## src/rtl/multiplier_wrapper.sv

```systemverilog
// Sequential RV32M multiply unit: 32-iteration shift-add over operand magnitudes,
// followed by a one-cycle sign fix-up and high/low word select, with a go/done handshake.
module multiplier_wrapper (
  input  logic        clk,
  input  logic        clr_n,
  input  logic        go,
  input  logic [1:0]  func3,
  input  logic [31:0] rs1,
  input  logic [31:0] rs2,
  output logic        busy,
  output logic        done,
  output logic [31:0] rd
);

  typedef enum logic [1:0] {
    IDLE = 2'd0,
    CALC = 2'd1,
    SIGN = 2'd2
  } state_t;

  localparam logic [1:0] OP_MUL    = 2'b00;
  localparam logic [1:0] OP_MULH   = 2'b01;
  localparam logic [1:0] OP_MULHSU = 2'b10;

  state_t      state;
  state_t      stateNext;
  logic [1:0]  func3Q;
  logic [1:0]  func3Next;
  logic [31:0] aMag;
  logic [31:0] aMagNext;
  logic [31:0] bMag;
  logic [31:0] bMagNext;
  logic        neg;
  logic        negNext;
  logic [63:0] acc;
  logic [63:0] accNext;
  logic [4:0]  count;
  logic [4:0]  countNext;
  logic [31:0] rdNext;
  logic        doneNext;

  logic        aSigned;
  logic        bSigned;
  logic        aNeg;
  logic        bNeg;
  logic [31:0] aAbs;
  logic [31:0] bAbs;
  logic [63:0] partial;
  logic [63:0] product;

  // Operand preparation: MUL takes the unsigned path since its low word is sign-agnostic.
  always_comb begin
    aSigned = (func3 == OP_MULH) || (func3 == OP_MULHSU);
    bSigned = (func3 == OP_MULH);
    aNeg    = aSigned & rs1[31];
    bNeg    = bSigned & rs2[31];
    aAbs    = aNeg ? (~rs1 + 32'd1) : rs1;
    bAbs    = bNeg ? (~rs2 + 32'd1) : rs2;
  end

  always_comb begin
    partial = {32'd0, aMag} << count;
    product = neg ? (~acc + 64'd1) : acc;
  end

  assign busy = (state != IDLE);

  // State and datapath registers; reset aborts any operation in flight.
  always_ff @(posedge clk or negedge clr_n) begin
    if (!clr_n) begin
      state  <= IDLE;
      func3Q <= 2'b00;
      aMag   <= 32'd0;
      bMag   <= 32'd0;
      neg    <= 1'b0;
      acc    <= 64'd0;
      count  <= 5'd0;
      rd     <= 32'd0;
      done   <= 1'b0;
    end else begin
      state  <= stateNext;
      func3Q <= func3Next;
      aMag   <= aMagNext;
      bMag   <= bMagNext;
      neg    <= negNext;
      acc    <= accNext;
      count  <= countNext;
      rd     <= rdNext;
      done   <= doneNext;
    end
  end

  // Next-state and datapath control; a go outside IDLE is simply dropped.
  always_comb begin
    stateNext = state;
    func3Next = func3Q;
    aMagNext  = aMag;
    bMagNext  = bMag;
    negNext   = neg;
    accNext   = acc;
    countNext = count;
    rdNext    = rd;
    doneNext  = 1'b0;

    case (state)
      IDLE: begin
        if (go) begin
          func3Next = func3;
          aMagNext  = aAbs;
          bMagNext  = bAbs;
          negNext   = aNeg ^ bNeg;
          accNext   = 64'd0;
          countNext = 5'd0;
          stateNext = CALC;
        end
      end

      CALC: begin
        if (bMag[0]) begin
          accNext = acc + partial;
        end
        bMagNext  = bMag >> 1;
        countNext = count + 5'd1;
        if (count == 5'd31) begin
          stateNext = SIGN;
        end
      end

      SIGN: begin
        rdNext    = (func3Q == OP_MUL) ? product[31:0] : product[63:32];
        doneNext  = 1'b1;
        stateNext = IDLE;
      end

      default: begin
        stateNext = IDLE;
      end
    endcase
  end

endmodule

```

## config.mk

```make
export PLATFORM = sky130hd
export DESIGN_NAME = multiplier_wrapper
export DESIGN_NICKNAME = d
export VERILOG_FILES = /design/src/rtl/multiplier_wrapper.sv
export SDC_FILE = /design/constraint.sdc
export NUM_CORES = 1
export LEC_CHECK = 0
export ABC_AREA = 1
export CAP_MARGIN = 20
export CORE_AREA = 8 8 211 213
export CTS_CLUSTER_DIAMETER = 120
export DETAILED_ROUTE_END_ITERATION = 12
export DIE_AREA = 0 0 219 221
export PLACE_DENSITY = 0.71
export RECOVER_POWER = 50
export REMOVE_ABC_BUFFERS = 1
export SETUP_SLACK_MARGIN = 0.4
export SKIP_CTS_REPAIR_TIMING = 1
export SLEW_MARGIN = 20
export SYNTH_ARGS = -nofsm -noshare
export SYNTH_HDL_FRONTEND = slang
export SYNTH_SLANG_ARGS = --single-unit
```

## constraint.sdc

```tcl
create_clock -name clk -period 3.2 [get_ports clk]
set_input_delay 0.64 -clock clk [delete_from_list [all_inputs] [get_ports clk]]
set_output_delay 0.64 -clock clk [all_outputs]
set_load 0.01 [all_outputs]
```

* Yosys cells after proc, flatten, opt, wreduce, memory -nomap -nowiden *
Cells that the tools add are included.

operators by class
  add/subtract/negate cells = 5
  eq/ne operators = 8
  shift operators = 1
  mux-type cells = 15
  bitwise gates (word level) = 6
  reductions and logical operators = 9

operator list
  kind                                                             count
  64-bit 2-to-1 mux                                                3
  32-bit 2-to-1 mux                                                4
  64-bit one-hot mux with 2 select lines                           1
  32-bit by 1-bit adder with 32-bit output, second input constant  2
  64-bit by 1-bit adder with 64-bit output, second input constant  1
  64-bit adder                                                     1
  32-bit NOT                                                       2
  64-bit NOT                                                       1
  32-bit one-hot mux with 2 select lines                           1
  32-bit by 5-bit left shift with 64-bit output                    1
  5-bit one-hot mux with 2 select lines                            1
  2-bit != test, second input constant                             3
  2-bit AND reduction                                              3
  5-bit by 1-bit adder with 5-bit output, second input constant    1
  5-bit == test, second input constant                             1
  5-bit 2-to-1 mux                                                 1
  2-bit by 1-bit == test with 1-bit output, second input constant  2
  2-bit == test, second input constant                             2
  2-bit logical NOT                                                2
  2-bit 2-to-1 mux                                                 2
  2-bit one-hot mux with 2 select lines                            1
  2-bit nonzero test                                               2
  3-bit AND reduction                                              1
  1-bit AND                                                        2
  other kinds (3)                                                  3

storage, ports and cells
  register bits after elaboration = 171
  output and inout port bits = 34

* Longest topological paths before layout *
Gate-level depths: netlist (run 1).

  depth in word-level cells = 5
  gate-level depth with buffers = 28
  gate-level depth less buffers = 28

* Least setup slack after synthesis (run 1) *
No wires, ideal clock.

  kind = flip-flop to flip-flop
  start = register count[0]
  end = register acc[26]
  library setup time = 0.130 ns
  arrival time = 2.753 ns
  path slack = 0.317 ns
  cell stages (with the launch flop) = 21
  buffers on the path = 1
  period minus slack after synthesis = 2.883 ns
  cell sequence = dfrtp_1 > buf_4 > or2_2 > o21ai_1 > mux2i_1 > nand2_1 > o21ai_1 > o21a_1 > inv_1 > nor2_1 > ha_1 > nand2_1 > inv_1 > nand2_1 > nand2_1 > nand3b_1 > nand2_1 > nand2_1 > or2_2 > nand3_1 > o21ai_0

between the ends
  longest elaborated chain between the ends = 4

ends and longest elaborated chain
  item                                           line  text
  from (decl)                                    37    logic [4:0] count;
  from (signal assigned)                         87    count <= countNext;
  32-bit by 5-bit left shift with 64-bit output  62    partial = {32'd0, aMag} << count;
  64-bit adder                                   120   accNext = acc + partial;
  64-bit 2-to-1 mux                              119   if (bMag[0]) begin
  64-bit one-hot mux with 2 select lines         105   case (state)
  to (signal assigned)                           86    acc <= accNext;
  to (decl)                                      35    logic [63:0] acc;

Every way passes these cells. The select of a mux whose other input is x is not followed.
A chain may end at the register's enable or synchronous reset.

* Final worst setup path (run 1) *
  start = register count[0]
  end = register acc[35]

Same word-level chain as after synthesis.

==> results of run 1 <==
-- stage by stage --
stage / std cells / setup TNS (ps) / hold WS (ps) / utilization [%]
2_1_floorplan: 3165 / -87890 / 344 / -
3_3_place_gp: 4063 / -15780 / 467 / 52.5
3_5_place_dp: 4063 / -17460 / 469 / 52.5
4_1_cts: 4095 / -18330 / 142 / 54.0
5_1_grt: 4137 / -12580 / 520 / 59.2
6_report: 4137 / -2320 / 484 / 59.2
-- cells in the mapped netlist (12+ instances only) --
cell type	instances	share of area (%)
nand2_1	1174	24
inv_1	465	9.5
nor2_1	363	7.4
nand3_1	256	7.0
o21ai_0	188	5.1
dfrtp_1	171	23
a21oi_1	129	3.5
ha_1	69	4.7
clkbuf_1	49	1.0
o21ai_1	49	1.3
nor3_1	41	1.1
nand4_1	27	0.92
a22oi_1	26	1.1
buf_2	24	0.65
xor2_1	24	1.1
buf_1	19	0.39
a31oi_1	18	0.61
nand3b_1	18	0.74
or2_2	16	0.55
o22ai_1	12	0.41
-- worst max-delay path, cell delays in order (launching register included) --
cell     delay, ps
dfrtp_2        460
buf_6          150
or2_2          300
o21ai_2         70
mux2i_1        110
nand2_1         70
o21ai_1         90
o21ai_2        190
buf_4          160
mux2i_1         80
ha_2           410
nand2_2        110
nor2_4         130
inv_2           70
nor3_4         280
nand2_1        130
nand2_2        110
inv_1           40
nand2_1         70
nand2_1         50
nand2_1         50
o21ai_0         70
-- registers in the layout, indices dropped and copies added, names as in the netlist --
signal  cells
aMag       32
acc        64
bMag       32
count       5
done        1
func3Q      2
neg         1
rd         32
state       2
-- worst max-delay path by stage --
stage | slack, ps | endpoint | start | cells after the start
after floorplan | -1400 | acc[63]$_DFFE_PN0P_ | go | 7
after global routing | -390 | acc[59]$_DFFE_PN0P_ | count[0]$_DFFE_PN0P_ | 21
after detailed placement | -530 | acc[53]$_DFFE_PN0P_ | count[0]$_DFFE_PN0P_ | 21
after global placement | -500 | acc[53]$_DFFE_PN0P_ | count[0]$_DFFE_PN0P_ | 21
after CTS | -540 | acc[53]$_DFFE_PN0P_ | count[0]$_DFFE_PN0P_ | 21
final | -160 | acc[35]$_DFFE_PN0P_ | count[0]$_DFFE_PN0P_ | 21
-- kinds of logic (layout without fill, tap and decap cells) --
logic type | after synthesis | after routing | share of synthesized area (%)
AOI/OAI and AO/OA | 461 | 461 | 13.8
xor gates and xnor gates | 33 | 33 | 1.58
adders and majority gates | 70 | 70 | 4.82
buffers and inverters | 570 | 909 | 11.9
DFF | 171 | 171 | 23.3
muxes | 10 | 10 | 0.546
and+or+nand+nor | 1944 | 1944 | 44.1
-- routing by layer --
metal | part of all wire (%) | up-vias
li1 | - | 11009
met1 | 43 | 10015
met2 | 46 | 785
met3 | 6.4 | 167
met4 | 5.2 | 0
met5 | 0 | -
-- cell type report --
cell class,count,area (um2),share of cell area [%]
Inverter,476,1790,7.32
Clock buffer,18,439,1.80
Tap cell,539,674,2.76
Clock inverter,14,186,0.763
Multi-Input combinational cell,2518,13700,56.0
Sequential cell,171,4280,17.5
Timing Repair Buffer,401,3380,13.8
==> flow_summary_export.csv, run 1 <==
group,metric,value,unit
cells_and_area,layout_common_cells,"1035 x nand2_1, 435 x inv_1, 284 x nor2_1, 278 x buf_4, 251 x nand3_1",
worst_setup_path,end_kind,"flop",
synth,yosysWarningCount,0,
detailed_routing,drtPass1Iterations,6,
synth,synth.yosys.seq_area_share,23.3,%
synth,syn-cell-area,0.0183,mm2
cells_and_area,area_growth,33.3,%
synth,synth_ff_type,"dfrtp_1",
sta,finClkSkew,11.6,ps
sta,final_hold_viol_count,0,
grt,grt_usage,27.8,%
floorplan,ioPinCount,103,
cells_and_area,mostFrequentLayoutCell,"nand2_1",
detailed_routing,antenna_left,0,
detailed_routing,vias_per_cell,5.31,
grt,grt.overflow.total,0,
grt,grt_pass1_vias,19869,
detailed_routing,drt-total-wl,70600,um
synth,async_reset_ff_share,100,%
worst_setup_path,required,3560,ps
worst_setup_path,cp-start-kind,"flop",
worst_setup_path,r2r_slack,-160,ps
floorplan,design.die.area,0.0484,mm2
cells_and_area,final_area,0.0244,mm2
detailed_routing,drcViolationCount,0,
sta,period_share,105,%
placement,hpwl,55900,um
status,violations,"negative setup slack",
sta,setup_viol,36,
clock_tree,cts_sinks,171,
grt,gr-max-usage-layer,"met2",
detailed_routing,vias,21976,
sta,rsz0062_at_grt,"true",
floorplan,die_h,221,um
grt,use_met1,36.3,%
placement,io_buffer_count,102,
synth,synth_area_per_cell,5.63,um2
grt,grt_pass1_wl,107000,um
detailed_routing,post_drt_wl_per_cell,17.1,um
clock_tree,cts_buffers,17,
clock_tree,clockBufferDepth,2,
sta,slew_violations,0,
grt,antenna_found_initial,0,
cells_and_area,drive_above_1_share,22.3,%
clock_tree,cts_max_level,4,
sta,fin_crit,3360,ps
worst_setup_path,crit_type,"flop to flop",
synth,synth-edff-count,0,
clock_tree,root_buffer,"clkbuf_16",
worst_setup_path,cp.arrival,3720,ps
floorplan,core,0.0413,mm2
grt,grt_max_degree,69,
detailed_routing,first_iter_violations,1818,
cells_and_area,n_antenna_cell,0,
synth,synth-seq-cells,171,
worst_setup_path,cp_max_fo,6,
floorplan,core.rowCount,75,
cells_and_area,fillCellCount,4065,
clock_tree,cts_tree,"built",
grt,grtUsageMet2,44.6,%
status,status,"finished with violations",
placement,placedInstanceArea,0.0217,mm2
worst_setup_path,reg2reg_depth,21,
synth,yosysUniqueCellTypes,55,
synth,synthCells,3259,
clock_tree,clkTransAtPathRegs,70,ps
cells_and_area,num-nets-final,3724,
sta,max_freq,298,MHz
worst_setup_path,r2r-end,"acc[35]$_DFFE_PN0P_",
sta,fin_ws,-160,ps
grt,grt.met3_usage,3.64,%
floorplan,start_util,44.4,%
placement,dp_slack,-526,ps
flow_run,cap_viol_max_count,0,
hold_path,hp-class,"input port to async pin",
placement,gp_congestion,1.02,
sta,relSlewSlack,4.15,%
worst_setup_path,reg2reg_from,"count[0]$_DFFE_PN0P_",
sta,worst_slew_pin_slew,1440,ps
floorplan,die_w,219,um
clock_tree,clock_latency,480,ps
Power of run 1 is left out: the tool's default activity adds up to more than one toggle a clock period on the data nets, which glitch-free logic cannot reach.
==> run 2: changes to the inputs <==
--- a/config.mk
+++ b/config.mk
@@ -8,15 +8,16 @@
 export ABC_AREA = 1
 export CAP_MARGIN = 20
 export CORE_AREA = 8 8 211 213
+export CTS_BUF_LIST = sky130_fd_sc_hd__clkbuf_8
 export CTS_CLUSTER_DIAMETER = 120
 export DETAILED_ROUTE_END_ITERATION = 12
 export DIE_AREA = 0 0 219 221
 export PLACE_DENSITY = 0.71
 export RECOVER_POWER = 50
 export REMOVE_ABC_BUFFERS = 1
-export SETUP_SLACK_MARGIN = 0.4
 export SKIP_CTS_REPAIR_TIMING = 1
 export SLEW_MARGIN = 20
 export SYNTH_ARGS = -nofsm -noshare
 export SYNTH_HDL_FRONTEND = slang
 export SYNTH_SLANG_ARGS = --single-unit
+export TNS_END_PERCENT = 1
==> flow_summary_export.csv, run 2 (synthesized netlist as in run 1, its figures left out) <==
group,metric,value,unit
status,status,"finished with violations",
status,violations,"max-capacitance violations, max-slew violations, negative setup slack",
worst_setup_path,required,3630,ps
worst_setup_path,cp_max_fo,6,
worst_setup_path,r2r_slack,-170,ps
worst_setup_path,crit_type,"flop to flop",
grt,grt_max_degree,69,
floorplan,die_w,219,um
floorplan,design.die.area,0.0484,mm2
sta,period_share,105,%
detailed_routing,vias_per_cell,5.30,
clock_tree,cts_buffers,17,
placement,io_buffer_count,102,
clock_tree,clockBufferDepth,2,
floorplan,start_util,44.4,%
sta,max_freq,297,MHz
worst_setup_path,crit_slowest_cell,"dfrtp_2",
clock_tree,root_buffer,"clkbuf_8",
detailed_routing,drtPass1Iterations,6,
grt,grt.overflow.total,0,
floorplan,core.rowCount,75,
sta,rsz0062_at_grt,"true",
sta,finClkSkew,17.4,ps
cells_and_area,layout_common_cells,"1055 x nand2_1, 452 x inv_1, 289 x nor2_1, 281 x buf_4, 252 x nand3_1",
worst_setup_path,end_kind,"flop",
hold_path,hp-class,"input port to async pin",
detailed_routing,drcViolationCount,0,
placement,dp_slack,-526,ps
cells_and_area,mostFrequentLayoutCell,"nand2_1",
worst_setup_path,worst_path_dominant_cell_family,"simple AND/OR/NAND/NOR gates",
detailed_routing,drt-total-wl,70400,um
worst_setup_path,cp.arrival,3790,ps
cells_and_area,largest_reg_flops,64,
floorplan,die_h,221,um
sta,slew_violations,58,
clock_tree,clkTransAtPathRegs,100,ps
sta,fin_ws,-166,ps
grt,grt_usage,27.7,%
detailed_routing,first_iter_violations,2004,
sta,worst_slew_pin_slew,1560,ps
cells_and_area,area_growth,31.6,%
floorplan,ioPinCount,103,
worst_setup_path,crit_top_cell,"nand2_1",
worst_setup_path,crit_buf_inv,4,
worst_setup_path,cp-start-kind,"flop",
detailed_routing,post_drt_wl_per_cell,17.0,um
worst_setup_path,path_depth,21,
sta,setup_viol,36,
worst_setup_path,reg2reg_depth,21,
floorplan,core,0.0413,mm2
cells_and_area,n_antenna_cell,0,
clock_tree,clock_latency,540,ps
clock_tree,cts_sinks,171,
flow_run,cap_viol_max_count,1,
sta,final_hold_viol_count,0,
sta,fin_crit,3370,ps
cells_and_area,drive_above_1_share,21.4,%
grt,grt_pass1_wl,106000,um
placement,gp_congestion,1.02,
cells_and_area,final_core_util,58.5,%
cells_and_area,num-nets-final,3727,
clock_tree,cts_tree,"built",
grt,antenna_found_initial,0,
placement,hpwl,55900,um
grt,grt_pass1_vias,19814,
detailed_routing,vias,21942,
detailed_routing,antenna_left,0,
sta,relSlewSlack,-4.19,%
cells_and_area,regMostFlops,"acc",
worst_setup_path,critPathMaxStageDelay,490,ps
clock_tree,cts_max_level,4,
worst_setup_path,path_cells,"buf_6 > or2_2 > o21ai_2 > nand2_1 > o21ai_2 > mux2i_4 > o21ai_2 > o21ai_2 > ha_4 > nand2_2 > inv_1 > nand2_1 > nand2_1 > inv_1 > nand2_2 > nand3b_1 > buf_4 > nand2_1 > nand3_1 > nand3_1 > nand2_1",
==> run 2: final timing paths <==
check                                     start                    to
max                        count[0]$_DFFE_PN0P_   acc[52]$_DFFE_PN0P_
min                                       clr_n        done$_DFF_PN0_
max reg2reg                count[0]$_DFFE_PN0P_   acc[52]$_DFFE_PN0P_
min reg2reg                  rd[29]$_DFFE_PN0P_    rd[29]$_DFFE_PN0P_
max in group asynchronous                 clr_n  bMag[19]$_DFFE_PN0P_
min in group clk             rd[29]$_DFFE_PN0P_    rd[29]$_DFFE_PN0P_
==> run 2: stage by stage <==
step / cell area (um2) / hold slack (ps) / setup TNS [ps] / cells
after global routing: 24100 / 518 / -12160 / 4140
after detailed placement: 21700 / 469 / -17460 / 4063
after CTS: 22100 / 56.0 / -18440 / 4095
after floorplan: 17900 / 344 / -87890 / 3165
after global placement: 21700 / 467 / -15780 / 4063
final: 24100 / 426 / -2410 / 4140
==> run 2: worst reg2reg max path, stage by stage, from the launching register on <==
cell and delay (ps):
dfrtp_2 490, buf_6 160, or2_2 300, o21ai_2 80
nand2_1 90, o21ai_2 100, mux2i_4 120, o21ai_2 230
o21ai_2 120, ha_4 250, nand2_2 110, inv_1 50
nand2_1 60, nand2_1 80, inv_1 70, nand2_2 80
nand3b_1 350, buf_4 240, nand2_1 70, nand3_1 80
nand3_1 90, nand2_1 50
==> run 2: cell type report <==
class / instances / area [um2]
clock buffers: 18 / 248
repair buffers: 404 / 3390
clock inverters: 14 / 186
fillers: 4127 / 17200
multi-input cells: 2518 / 13600
well taps: 539 / 674
inverters: 476 / 1790
flip-flops and latches: 171 / 4280
==> run 2: layer usage <==
metal | GRT usage, % | up-vias | share of wire, %
met5 | 0 | - | 0
met4 | 13.7 | 0 | 5.5
met3 | 3.32 | 182 | 5.8
met2 | 44.5 | 766 | 46
met1 | 36.4 | 9981 | 43
li1 | - | 11013 | -
Power of run 2 is left out for the same reason.
==> run 3: changes to the inputs <==
--- a/config.mk
+++ b/config.mk
@@ -6,7 +6,7 @@
 export NUM_CORES = 1
 export LEC_CHECK = 0
 export ABC_AREA = 1
-export CAP_MARGIN = 20
+export CAP_MARGIN = 0
 export CORE_AREA = 8 8 211 213
 export CTS_BUF_LIST = sky130_fd_sc_hd__clkbuf_8
 export CTS_CLUSTER_DIAMETER = 120
==> results of run 3 <==
Final layout, timing and power as in run 2 (identical DEF).
Power of run 3 is left out for the same reason.
